<file path="src/rtl/encoder_8to3_drain.sv">
// Captures a multi-hot vector and drains its set bits highest-first, one index per out_ready beat.
// First beat one cycle after capture; out_ready low holds the beat, enable low freezes capture and drain.
module encoder_8to3_drain (
   input  logic       clk,
   input  logic       rst_n,
   input  logic       enable,
   input  logic       in_valid,
   output logic       in_ready,
   input  logic [7:0] d,
   output logic       out_valid,
   input  logic       out_ready,
   output logic [2:0] a,
   output logic       last,
   output logic [3:0] count,
   output logic       zero
);

   typedef enum logic {IDLE = 1'b0, DRAIN = 1'b1} state_t;

   state_t     r_state;
   state_t     w_state_nxt;
   logic [7:0] r_pend;
   logic       r_zero;
   logic       w_capture;
   logic       w_take;
   logic [2:0] w_idx;
   logic [3:0] w_cnt;

   // Later iterations overwrite earlier ones, so the highest set bit wins.
   always_comb begin
      w_idx = 3'd0;
      for (int i = 0; i < 8; i++) begin
         if (r_pend[i]) w_idx = 3'(i);
      end
   end

   always_comb begin
      w_cnt = 4'd0;
      for (int i = 0; i < 8; i++) begin
         w_cnt = w_cnt + {3'd0, r_pend[i]};
      end
   end

   assign w_capture = in_valid & in_ready;
   assign w_take    = out_valid & out_ready;

   always_ff @(posedge clk or negedge rst_n) begin
      if (!rst_n) r_state <= IDLE;
      else        r_state <= w_state_nxt;
   end

   always_comb begin
      w_state_nxt = r_state;
      case (r_state)
         IDLE:    if (w_capture && (d != 8'd0)) w_state_nxt = DRAIN;
         DRAIN:   if (w_take && last)           w_state_nxt = IDLE;
         default: w_state_nxt = IDLE;
      endcase
   end

   always_comb begin
      in_ready  = (r_state == IDLE) & enable;
      out_valid = (r_state == DRAIN) & enable;
      a         = out_valid ? w_idx : 3'd0;
      count     = w_cnt;
      last      = out_valid & (w_cnt == 4'd1);
      zero      = r_zero;
   end

   always_ff @(posedge clk or negedge rst_n) begin
      if (!rst_n) begin
         r_pend <= 8'd0;
         r_zero <= 1'b0;
      end else begin
         r_zero <= w_capture & (d == 8'd0);
         if (w_capture)   r_pend <= d;
         else if (w_take) r_pend <= r_pend & ~(8'd1 << w_idx);
      end
   end

endmodule

</file>
<file path="config.mk">
export PLATFORM = sky130hd
export DESIGN_NAME = encoder_8to3_drain
export DESIGN_NICKNAME = d
export VERILOG_FILES = /design/src/rtl/encoder_8to3_drain.sv
export SDC_FILE = /design/constraint.sdc
export NUM_CORES = 1
export LEC_CHECK = 0
export ABC_AREA = 1
export CORE_UTILIZATION = 41
export CTS_CLUSTER_SIZE = 30
export DETAILED_ROUTE_END_ITERATION = 10
export HOLD_SLACK_MARGIN = 0.15
export PLACE_DENSITY = 0.75
export SLEW_MARGIN = 25
export SYNTH_ARGS = -nofsm -noshare
export SYNTH_HDL_FRONTEND = slang
export SYNTH_SLANG_ARGS = --single-unit
</file>
<file path="constraint.sdc">
create_clock -name clk -period 3.6 [get_ports clk]
set_input_delay 1.08 -clock clk [delete_from_list [all_inputs] [get_ports clk]]
set_output_delay 1.08 -clock clk [all_outputs]
set_load 0.01 [all_outputs]
</file>
==> results.tsv <==
stage	metric	value	unit
timing	maxClockFrequency	0.221	GHz
synthesis	avgSynthCellArea	7.15	sq um
timing	timing_worst_slew_pin_value	0.477	ns
final_layout	layout-area-overhead-vs-synth	61.6	%
synthesis	synth-seq-cells	10	
detailed_routing	drt_first_pass_iters	4	
synthesis	synth_largest_area_cell	dfrtp_1	
global_routing	antenna_found_initial	0	
detailed_routing	via_count	876	
detailed_routing	route.detailed.vias_per_inst	4.87	
synthesis	cell_area_after_technology_mapping	801	sq um
global_routing	grt_use_met1	26.5	%
worst_setup_path	endpoint_required_time_on_the_critical_path	2.52	ns
worst_setup_path	worst_path_largest_cell_delay	0.53	ns
placement	detailed_place.area	1180	sq um
run_status	run_status	finished with violations	
clocking	cts-root-buf	clkbuf_4	
worst_setup_path	cp-start-kind	register	
placement	numPortBuffers	23	
synthesis	synthTopCellsByArea	dfrtp_1 31%, nand2_1 17%, inv_1 10%	
synthesis	synth_nets	132	
synthesis	yosysSeqAreaShare	31.3	%
clocking	insertion_delay	0.27	ns
clocking	cts-buffers-inserted	3	
hold_path	hp-class	reg2reg	
timing	finalSetupViolations	5	
global_routing	grt.overflow.total	0	
global_routing	grt_max_degree	13	
synthesis	synthMostInstantiatedCell	nand2_1	
final_layout	share_of_post_route_cells_with_drive_strength_above_1	32.3	%
floorplanning	fp.dieH	46.2	microns
worst_setup_path	cp.arrival	3.44	ns
timing	final.setup.worst_slack	-0.918	ns
synthesis	synth_common_cells	37 x nand2_1, 22 x inv_1, 10 x dfrtp_1, 7 x nor2_1	
worst_setup_path	path_max_fanout	2	
clocking	htree_num_levels	1	
timing	final_period_minus_worst_setup_slack	4.52	ns
detailed_routing	routed_wirelength	2070	microns
synthesis	synthArstFlopShare	100	%
synthesis	synthesis.yosys.warnings	0	
timing	timing_hold_violations_final	0	
synthesis	synth_edf_count	0	
synthesis	synth.distinct_cells	21	
worst_setup_path	path_cells	fa_1 -> inv_1 -> fa_1 -> fa_2 -> inv_2 -> ha_4 -> inv_2 -> fa_2 -> xnor2_2 -> buf_4 -> nor4_4 -> buf_2	
clocking	clkSinkCount	10	
run_status	violations_in_the_final_reports	negative setup slack	
timing	final_max_slew_viol_count	0	
synthesis	synth.top_cell.area_share	31.3	%
timing	final.hold.worst_slack	0.549	ns
global_routing	met3_usage	4.31	%
global_routing	most_crowded_layer_gr	met2	
global_routing	via_count_of_the_first_global_routing_pass	801	
floorplanning	io_pins	24	
global_routing	grtUsageTotal	21.7	%
final_layout	final_nets	176	
detailed_routing	detail_route.drc_violations	0	
global_routing	global_route_wire_length_before_repair	3170	microns
run	max_cap_violations	0	
final_layout	n_antenna_cell	0	
floorplanning	initial_core_util	44.9	%
timing	fin_tns_setup	-2.79	ns
final_layout	area.sequential	250	sq um
floorplanning	die-width	46.2	microns
floorplanning	design.die.area	2130	sq um
worst_setup_path	worstSetupPathType	reg2out	
clocking	cts-root-to-sink-buffers	2	
worst_setup_path	critical_path.endpoint_type	output pin	
timing	rsz0062_at_grt	true	
worst_setup_path	critical_path.slowest_cell	fa_1	
floorplanning	core_area	1780	sq um
detailed_routing	detail_route.wl_per_cell	11.5	microns
floorplanning	floorplan.rows	15	
placement	hpwlAfterDp	1590	microns
timing	worst_clock_skew	0.00265	ns
placement	post-place-cells	171	
synthesis	synth_ff_type	dfrtp_1	
final_layout	layout.cell_area.non_filler	1290	sq um
final_layout	final_cell_count_no_fill	180	
clocking	cts_tree	yes	
detailed_routing	detailedRoute.firstIterationViolations	23	
placement	gp_congestion	0.832	
final_layout	nFillCells	141	
synthesis	synthCells	112	
clocking	cts_hold_repair.buffers	0	
timing	max_slew_margin	68.1	%
global_routing	met2_usage	35.8	%
timing	crit_share_post_route	125	%
detailed_routing	final_antenna_net_count	0	
clocking	clk_transition_reported_paths	0.06	ns
final_layout	multi_input_comb_area	504	sq um
[path summary, 6_finish.rpt]
check,cells past startpoint,endpoint,startpoint,slack [ns]
worst max-delay path,12,last,r_pend[0],-0.92
worst min-delay path,2,r_state,r_state,0.55
worst max register to register,16,r_state,r_pend[0],0.14
worst min register to register,2,r_state,r_state,0.55
max in group asynchronous,1,r_state,rst_n,2.14
min in group asynchronous,1,r_pend[6],rst_n,1.13
[layout make-up]
class / count / area share, %
well taps: 25 / 2.42
repair buffers: 40 / 29.5
clock buffers: 4 / 2.80
inverters: 24 / 6.96
flip-flops and latches: 10 / 19.3
multi-input cells: 77 / 39.0
[critical path, delay by kind of cell (launching register included)]
kind	cells	cell delay, ns
flops	1	0.41
xor+xnor	1	0.15
fa+ha+maj	5	1.93
buf+inv	5	0.45
simple gates	1	0.22
[what timing repair did]
item,CTS,global route
hold endpoints to repair,0,0
setup buffers,3,3
resized for setup,31,8
cloned,0,0
pin swaps,3,1
endpoints found under the setup margin,5,8
[layout by cell type, fill, tap and decap left out, drive strengths merged]
master	count
nor4	1
nor2	11
clkdlybuf4s50	15
nand3	3
dfrtp	10
o31ai	2
o21ai	5
ha	3
nand4	1
a21oi	3
nor3	3
buf	22
nand2	40
inv	24
clkbuf	4
xnor2	1
fa	4
dlymetal6s2s	3
[logic make-up after synthesis]
| kind of cell | after synthesis | share of synthesized area (%) |
|---|---|---|
| compound gates | 10 | 6.87 |
| xor+xnor | 1 | 1.09 |
| fa+ha+maj | 7 | 14.7 |
| buf+inv | 25 | 12.7 |
| flops | 10 | 31.3 |
| simple gates | 59 | 33.4 |
[sequential cells by signal, summed over array words and instances (netlist names)]
name,count
r_state,1
zero,1
r_pend,8
[per-stage QoR]
step / util [%] / worst slack (ns)
2_1_floorplan: - / -0.408
3_3_place_gp: 66.2 / -0.929
3_5_place_dp: 66.2 / -0.973
4_1_cts: 70.4 / -0.919
5_1_grt: 72.6 / -1.03
6_report: 72.6 / -0.918
[metal layers]
metal / up-vias / routed length, microns
met1: 416 / 880
met2: 27 / 1030
met5: - / 0
met3: 6 / 121
li1: 427 / -
met4: 0 / 36
Power is not shown: default switching activity piles up to over one toggle a cycle in this logic, so the estimate is an artifact.
